--- src/rtl/mem_arb.sv ---
// mem_arb: single-port memory arbiter shared by instruction fetch and data access.
// Define MEM_ARB_RR_EN for round-robin arbitration; default is data-over-fetch priority.
module mem_arb #(
    parameter int AW      = 16,
    parameter int DW      = 32,
    parameter int MEM_LAT = 2
) (
    input  logic          clk,
    input  logic          rst_f,
    input  logic          if_req,
    input  logic [AW-1:0] if_addr,
    output logic          if_ack,
    output logic [DW-1:0] if_rdata,
    input  logic          dm_req,
    input  logic          dm_we,
    input  logic [AW-1:0] dm_addr,
    input  logic [DW-1:0] dm_wdata,
    output logic          dm_ack,
    output logic [DW-1:0] dm_rdata,
    output logic          mem_en,
    output logic          mem_we,
    output logic [AW-1:0] mem_addr,
    output logic [DW-1:0] mem_wdata,
    input  logic [DW-1:0] mem_rdata,
    output logic          busy,
    output logic          owner
);

    typedef enum logic [1:0] {
        IDLE,
        ACCESS,
        ACK
    } state_t;

    localparam logic [2:0] CNT_LOAD = 3'(MEM_LAT - 1);

    state_t     state;
    logic [2:0] cnt;
    logic       any_req;
    logic       grant_dm;

    assign any_req = if_req | dm_req;

`ifdef MEM_ARB_RR_EN
    logic last_owner;

    // On a tie the port that did not win last time goes first.
    assign grant_dm = dm_req & (~if_req | ~last_owner);

    always_ff @(posedge clk or negedge rst_f) begin
        if (!rst_f) begin
            last_owner <= 1'b0;
        end else if (state == IDLE && any_req) begin
            last_owner <= grant_dm;
        end
    end
`else
    assign grant_dm = dm_req;
`endif

    always_ff @(posedge clk or negedge rst_f) begin
        if (!rst_f) begin
            state     <= IDLE;
            cnt       <= 3'd0;
            owner     <= 1'b0;
            if_ack    <= 1'b0;
            dm_ack    <= 1'b0;
            mem_en    <= 1'b0;
            mem_we    <= 1'b0;
            busy      <= 1'b0;
            mem_addr  <= '0;
            mem_wdata <= '0;
            if_rdata  <= '0;
            dm_rdata  <= '0;
        end else begin
            if_ack <= 1'b0;
            dm_ack <= 1'b0;
            unique case (state)
                IDLE: begin
                    if (any_req) begin
                        state  <= ACCESS;
                        owner  <= grant_dm;
                        busy   <= 1'b1;
                        mem_en <= 1'b1;
                        mem_we <= grant_dm & dm_we;
                        cnt    <= CNT_LOAD;
                        if (grant_dm) begin
                            mem_addr  <= dm_addr;
                            mem_wdata <= dm_wdata;
                        end else begin
                            mem_addr  <= if_addr;
                        end
                    end
                end
                ACCESS: begin
                    if (cnt == 3'd0) begin
                        state  <= ACK;
                        mem_en <= 1'b0;
                        mem_we <= 1'b0;
                        if (owner) begin
                            dm_ack <= 1'b1;
                        end else begin
                            if_ack <= 1'b1;
                        end
                        // mem_we still holds the granted direction here.
                        if (!mem_we) begin
                            if (owner) begin
                                dm_rdata <= mem_rdata;
                            end else begin
                                if_rdata <= mem_rdata;
                            end
                        end
                    end else begin
                        cnt <= cnt - 3'd1;
                    end
                end
                ACK: begin
                    state <= IDLE;
                    busy  <= 1'b0;
                end
                default: begin
                    state <= IDLE;
                end
            endcase
        end
    end

endmodule

--- config.mk ---
export PLATFORM = sky130hd
export DESIGN_NAME = mem_arb
export DESIGN_NICKNAME = d
export VERILOG_FILES = /design/src/rtl/mem_arb.sv
export SDC_FILE = /design/constraint.sdc
export NUM_CORES = 1
export LEC_CHECK = 0
export CORE_ASPECT_RATIO = 2
export CORE_MARGIN = 5
export CORE_UTILIZATION = 50
export DETAILED_ROUTE_END_ITERATION = 7
export DONT_BUFFER_PORTS = 1
export SLEW_MARGIN = 10
export SYNTH_ARGS = -nofsm -noshare
export SYNTH_HDL_FRONTEND = slang
export SYNTH_SLANG_ARGS = --single-unit
export TNS_END_PERCENT = 50
--- constraint.sdc ---
create_clock -name clk -period 3 [get_ports clk]
set_input_delay 0.45 -clock clk [delete_from_list [all_inputs] [get_ports clk]]
set_output_delay 0.45 -clock clk [all_outputs]
set_load 0.02 [all_outputs]
# Word level (Yosys, flattened, before mapping)

Cells that the tools add are included.

Add/sub/neg operators: 1
Bitwise gates (word level): 4
Reduce and logical (&&, ||, !) cells: 12
Equal/unequal tests: 5
Mux-type cells: 19

Operator list:

| operator                                         | count |
|---|---|
| 2-to-1 mux 16 bit                                | 1 |
| 2-to-1 mux 1 bit                                 | 9 |
| AND reduction 3 bit                              | 3 |
| AND reduction 4 bit                              | 2 |
| 2-to-1 mux 3 bit                                 | 2 |
| != test 2 bit, second input constant             | 3 |
| one-hot mux 1 bit (2 select lines)               | 3 |
| one-hot mux 3 bit (2 select lines)               | 1 |
| AND reduction 2 bit                              | 3 |
| 2-to-1 mux 2 bit                                 | 2 |
| one-hot mux 2 bit (2 select lines)               | 1 |
| nonzero test 2 bit                               | 2 |
| logical NOT 3 bit                                | 1 |
| subtractor 3 x 1 -> 3 bit, second input constant | 1 |
| == test 2 x 1 -> 1 bit, second input constant    | 1 |
| == test 2 bit, second input constant             | 1 |
| logical NOT 2 bit                                | 1 |
| NOT 1 bit                                        | 2 |
| AND 1 bit                                        | 1 |
| OR 1 bit                                         | 1 |

Bits in registers: 123
Bits of input ports: 101
Output and inout port bits: 118

# Longest topological paths before layout

Gate-level depths: netlist (run 1).

Depth in word-level cells: 3
Gate-level depth with buffers: 7
Gate-level depth less buffers: 6

# Least setup slack after synthesis (run 1)

Ideal clock, no wire load.

Path type: register to register
From: register cnt[0]
To: register if_rdata[0]
Data arrival time: 1.668 ns
Stages on the path, launching flop included: 8
Setup slack: 1.207 ns
Cells stage by stage: dfrtp_1 -> inv_1 -> ha_1 -> nand4bb_1 -> or3_1 -> buf_6 -> buf_12 -> mux2_4

Cells in the longest elaborated chain, start to end: 2

Ends and longest elaborated chain:

| item                                 | RTL line | text |
|---|---|---|
| start: declaration                   | 38       | `logic [2:0] cnt;` |
| start signal: assignment             | 114      | `cnt <= cnt - 3'd1;` |
| logical NOT 3 bit                    | 96       | `if (cnt == 3'd0) begin` |
| AND reduction 4 bit (no source line) | --       |  |
| end signal: assignment               | 110      | `if_rdata <= mem_rdata;` |
| end: declaration                     | 13       | `output logic [DW-1:0] if_rdata,` |

No other way between the ends.
A chain may end at the register's enable or synchronous reset.

# Worst setup path in the final report (run 1)

From: register cnt[1]
To: register dm_rdata[31]

Cells in the longest elaborated chain, start to end: 2

Ends and longest elaborated chain:

| item                                 | RTL line | text |
|---|---|---|
| logical NOT 3 bit                    | 96       |  |
| AND reduction 4 bit (no source line) | --       |  |
| end signal: assignment               | 108      | `dm_rdata <= mem_rdata;` |
| end: declaration                     | 19       | `output logic [DW-1:0] dm_rdata,` |

No other way between the ends.

==> impl_metrics.toml, run 1 <==
[grt]
grt_use_total = 0.175
grt_max_degree = 124
grt_pass1_wl_mm = 16.0
grt.overflow.total = 0
antenna_found_initial = 0
grt_pass1_vias = 2916

[synthesis]
netlist.area_leader.share = 0.623
synth_area_leaders = "dfrtp_1 62%, mux2_2 14%, mux2_4 9.1%, a21oi_1 3.3%, mux2i_1 3.2%"
ys_seq_elements = 123
synthCells = 321
ys_seq_area_frac = 0.623
synthDistinctLibCells = 31
synth_area_per_cell_um2 = 15.4
synth_area_um2 = 4940
synth_area_leader_cell = "dfrtp_1"
synth_warnings = 0
synthesis.nets = 424

[pwr]
leakage_nw = 2.54
power_density_nw_per_um2 = 1380
ir_worst_vdd_mv = 0.581
total_power_mw = 7.72

[clock_network]
clock_path_buffers = 2
cts.sinks = 123
cts_max_level = 4
cts-root-buf = "clkbuf_16"
cts_resized = 0
clk_pin_slew_ns = 0.05
cts_tree = "yes"
cts_inserted_buffers = 17
clock_latency_ns = 0.39
post_cts_buffers = 0

[timing]
fin_hold_ws_ns = -0.251
timing.final.crit_share = 0.802
clock_skew_ns = 0.00588
maxSlewViolCount = 0
worst_slack_ns = 0.593
slew_headroom = 0.279
fmax_mhz = 415
worst_pin_slew_ns = 1.08
setup_viol = 0
finalSetupTns_ns = 0
hold_violations = 123
period_minus_slack_ns = 2.41
grt_setup_unrepaired = "no"

[placed_design]
dp_slack_ns = 0.537
post-place-cells = 436
place_congestion = 0.712
dpl-instance-area_um2 = 4990
dpl.hpwl_mm = 7.17
port_buffers = 0

[worst_setup_path]
worstPathArrival_ns = 2.67
max_stage_delay_ns = 0.67
r2r-start = "cnt[1]$_DFFE_PN0P_"
setup.worst_path.start = "cnt[1]$_DFFE_PN0P_"
crit_type = "flop to flop"
cp_slowest_cell = "nand3_2"
end_kind = "flop"
r2r_slack_ns = 0.59
r2r-end = "dm_rdata[31]$_DFFE_PN0P_"
reg2reg_depth = 6
crit_chain = "inv_1, ha_1, nand4bb_1, inv_1, nand3_2, mux2_1"
cp-endpoint = "dm_rdata[31]$_DFFE_PN0P_"
cp_max_fo = 32
cp-start-kind = "flop"
crit_top_cell = "inv_1"
required_ns = 3.27

[floorplan]
initial_utilization = 0.510
core_region_area_um2 = 9700
num_rows = 51
fp.dieW_um = 80.3
die_height_um = 151
ios = 219
fp.dieArea_um2 = 12100

[detailed_routing]
routedLengthMet1_mm = 3.41
highest_layer = "met4"
wl_met3_mm = 1.26
drc = 0
routed_wl_mm = 10.2
met2_length_mm = 5.40
dr_total_vias = 2548
drtIter0Drc = 69
wire_per_inst_um = 21.8
viasPerCell = 5.44
first_pass_iters = 4
ant_nets = 0

[final_layout]
final_area_um2 = 5590
drive_above_1_share = 0.375
fillers = 794
instances_no_fill = 468
multi_input_area_um2 = 1710
nets = 426
area_growth_pct = 13.1
num_antenna_cells = 0
seq_area_um2 = 3080

[hold_path]
min_path_type = "primary input to asynchronous set/reset pin"

[run_status]
violations = "negative hold slack"
status = "finished with violations"

[flow_run]
cap_violations = 0
==> worst min-delay path by stage <==
stage / to / slack (ns)
detailed placement: if_rdata[25]$_DFFE_PN0P_ / 0.16
global route: if_rdata[26]$_DFFE_PN0P_ / -0.28
global placement: if_rdata[27]$_DFFE_PN0P_ / 0.16
finish: if_rdata[25]$_DFFE_PN0P_ / -0.25
floorplan: busy$_DFFE_PN0P_ / 0.15
CTS: mem_addr[0]$_DFFE_PN0P_ / -0.27
==> cell usage after synthesis <==
library cell	instances
mux2_4	30
mux2i_1	16
nor2_1	2
nand4bb_1	1
a31o_2	1
and3_1	1
nand2_1	5
o31ai_1	1
clkbuf_1	5
buf_6	1
buf_12	3
or2_1	1
and2_1	3
nand3b_1	1
mux2_2	60
a21oi_1	33
o21ai_0	1
nand4b_1	1
mux2_1	6
a21o_1	1
nor3_1	1
ha_1	2
buf_2	10
inv_1	6
nand3_1	1
o2bb2ai_1	1
nand2b_1	1
a22oi_1	1
nor2b_1	1
dfrtp_1	123
or3_1	1
==> cells by family after synthesis <==
kind of cell / count (synthesis) / synth area share
compound gates: 39 / 0.0425
fa+ha+maj: 2 / 0.00506
mux: 112 / 0.274
flops: 123 / 0.623
buf+inv: 25 / 0.0329
simple gates: 20 / 0.0230
==> power by group <==
part | switching, mW | total [mW] | internal, mW
logic | 0.575 | 1.53 | 0.956
registers | 1.66 | 4.16 | 2.50
clock network | 0.686 | 2.03 | 1.34
==> metrics by stage <==
stage,utilization,hold slack (ns)
finish,0.577,-0.251
global route,0.577,-0.280
CTS,0.577,-0.275
detailed placement,0.514,0.158
global placement,0.514,0.157
floorplan,-,0.154
==> layout by cell type, fill, tap and decap left out, drive strengths merged, types with 2 or more instances in the layout <==
cell type,instances
a21oi,33
and2,3
buf,2
bufinv,3
clkbuf,20
clkinv,6
clkinvlp,3
dfrtp,123
ha,2
inv,6
mux2,96
mux2i,16
nand2,5
nor2,2
==> critical path: cells and delay by family (launching register included) <==
family / cells / cell delay, ns
and+or+nand+nor: 2 / 0.84
muxes: 1 / 0.59
DFF: 1 / 0.38
buffers and inverters: 2 / 0.26
adders and majority gates: 1 / 0.20
==> layer usage <==
metal / up-vias / track usage
met3: 9 / 0.0952
met2: 137 / 0.287
met4: 0 / 0.0660
li1: 1128 / -
met1: 1274 / 0.186
met5: - / 0
==> flip-flops by register name, indices dropped and copies added (netlist names) <==
| register | cells |
|---|---|
| if_rdata | 32 |
| cnt | 3 |
| state | 2 |
| mem_en | 1 |
| dm_rdata | 32 |
| if_ack | 1 |
| busy | 1 |
| mem_wdata | 32 |
| mem_addr | 16 |
| dm_ack | 1 |
| mem_we | 1 |
| owner | 1 |
==> area by class of cell <==
class | instances | share of cell area
Clock buffer | 20 | 0.0817
Clock inverter | 12 | 0.0262
Inverter | 6 | 0.00403
Multi-Input combinational cell | 173 | 0.306
Sequential cell | 123 | 0.550
Tap cell | 132 | 0.0295
Timing Repair Buffer | 2 | 0.00268
(Power assumes the default switching activity.)
==> run 2, diff against run 1 <==
--- a/config.mk
+++ b/config.mk
@@ -10,6 +10,7 @@
 export CORE_UTILIZATION = 50
 export DETAILED_ROUTE_END_ITERATION = 7
 export DONT_BUFFER_PORTS = 1
+export PLACE_DENSITY = 0.68
 export SLEW_MARGIN = 10
 export SYNTH_ARGS = -nofsm -noshare
 export SYNTH_HDL_FRONTEND = slang
==> constraint.sdc (replaced) <==
create_clock -name clk -period 2.2 [get_ports clk]
set_input_delay 0.33 -clock clk [delete_from_list [all_inputs] [get_ports clk]]
set_output_delay 0.33 -clock clk [all_outputs]
set_load 0.02 [all_outputs]
==> run 2 against run 1 <==
The flow still finishes with violations (negative hold slack). Setup slack worse by 0.39 ns. Total power is 35% higher. Clock-buffer cell count is 3 higher. Utilization is 0.18 points higher. Global-route usage is 0.17 points lower. Final cell count is 0.21% higher. Via count is 0.35% higher. Largest cell class unchanged. Largest power group unchanged.
==> impl_metrics.toml, run 2 (synthesis gave the netlist of run 1 again) <==
[clock_network]
post_cts_buffers = 0
cts_max_level = 4
cts_tree = "yes"
clock_latency_ns = 0.39
clk_pin_slew_ns = 0.05
cts-root-buf = "clkbuf_16"
cts_inserted_buffers = 17
cts_resized = 0
cts.sinks = 123
clock_path_buffers = 2

[grt]
grt_use_total = 0.173
grt.overflow.total = 0
grt_pass1_vias = 2890
grt_max_degree = 124
antenna_found_initial = 0
grt_pass1_wl_mm = 15.9

[detailed_routing]
routed_wl_mm = 10.1
wire_per_inst_um = 21.6
dr_total_vias = 2557
drc = 0
first_pass_iters = 4
drtIter0Drc = 85
ant_nets = 0
viasPerCell = 5.45

[final_layout]
final_area_um2 = 5610
mostFrequentLayoutCells = "123 x dfrtp_1, 60 x mux2_2, 33 x a21oi_1, 30 x mux2_4, 17 x clkbuf_16"
largestRegisters = "dm_rdata (32), if_rdata (32), mem_wdata (32)"
drive_above_1_share = 0.371
area_growth_pct = 13.5
num_antenna_cells = 0
instances_no_fill = 469
nets = 429
final_common_cell = "dfrtp_1"
final_core_util = 0.578

[timing]
grt_setup_unrepaired = "no"
period_minus_slack_ns = 2.00
fmax_mhz = 501
worst_pin_slew_ns = 0.618
timing.final.crit_share = 0.907
fin_hold_ws_ns = -0.376
hold_violations = 123
clock_skew_ns = 0.00613
setup_viol = 0
maxSlewViolCount = 0
slew_headroom = 0.588
finalSetupTns_ns = 0

[worst_setup_path]
r2r_slack_ns = 0.20
critPathBufInv = 2
cp_max_fo = 32
cp_top_family = "simple AND/OR/NAND/NOR gates"
crit_type = "flop to flop"
max_stage_delay_ns = 0.48
crit_chain = "inv_1, ha_1, nand4bb_1, or3_2, buf_12, mux2_4"
end_kind = "flop"
cp-start-kind = "flop"
worstPathArrival_ns = 2.27
cp_slowest_cell = "or3_2"
required_ns = 2.47

[floorplan]
num_rows = 51
initial_utilization = 0.510
fp.dieW_um = 80.3
core_region_area_um2 = 9700
ios = 219
die_height_um = 151
fp.dieArea_um2 = 12100

[placed_design]
dpl.hpwl_mm = 7.21
port_buffers = 0
post-place-cells = 439
place_congestion = 0.721
dpl-instance-area_um2 = 5030

[run_status]
violations = "negative hold slack"
status = "finished with violations"

[flow_run]
cap_violations = 0

[pwr]
power_density_nw_per_um2 = 1860
total_power_mw = 10.4
leakage_nw = 2.55
ir_worst_vdd_mv = 0.959

[hold_path]
min_path_type = "primary input to asynchronous set/reset pin"
run 2: cell type report:
type                    count  area, um^2
repair buffers              5        62.6
inverters                   6        22.5
well taps                 132         165
fillers                   773        4090
flip-flops and latches    123        3080
clock inverters             7        90.1
multi-input cells         173        1700
clock buffers              23         488
run 2: worst reg2reg max path, delay by kind of cell, from the launching register on:
kind / cells / cell delay, ns
and+or+nand+nor: 2 / 0.66
adders and majority gates: 1 / 0.20
buffers and inverters: 2 / 0.31
muxes: 1 / 0.34
DFF: 1 / 0.37
run 2: where the power goes:
part,total [mW],internal (mW),switching [mW]
sequential,5.66,3.41,2.25
clock,2.66,1.77,0.897
combinational,2.12,1.32,0.795
total,10.4,6.49,3.95
run 2: final timing paths:
| path | cells after the start | startpoint | to |
|---|---|---|---|
| setup / recovery | 6 | cnt[0]$_DFFE_PN0P_ | if_rdata[7]$_DFFE_PN0P_ |
| hold / removal | 0 | rst_f | dm_rdata[26]$_DFFE_PN0P_ |
| setup reg to reg | 6 | cnt[0]$_DFFE_PN0P_ | if_rdata[7]$_DFFE_PN0P_ |
| hold reg to reg | 1 | cnt[1]$_DFFE_PN0P_ | cnt[1]$_DFFE_PN0P_ |
| max in group asynchronous | 0 | rst_f | if_rdata[5]$_DFFE_PN0P_ |
| min in group clk | 1 | mem_rdata[22] | dm_rdata[22]$_DFFE_PN0P_ |
run 2: layer usage:
metal  part of all wire  wire (um)  vias to the layer above  GRT usage
li1                   -          -                     1130          -
met1               0.35       3550                     1274      0.196
met2               0.53       5410                      144      0.283
met3               0.10       1040                        9     0.0778
met4              0.013        132                        0     0.0660
met5                  0          0                        -          0
run 2: stage by stage:
stage	setup WS [ns]	hold slack, ns
2_1_floorplan	0.407	0.0344
3_3_place_gp	0.286	0.0372
3_5_place_dp	0.213	0.0373
4_1_cts	0.194	-0.397
5_1_grt	0.0900	-0.404
6_report	0.204	-0.376
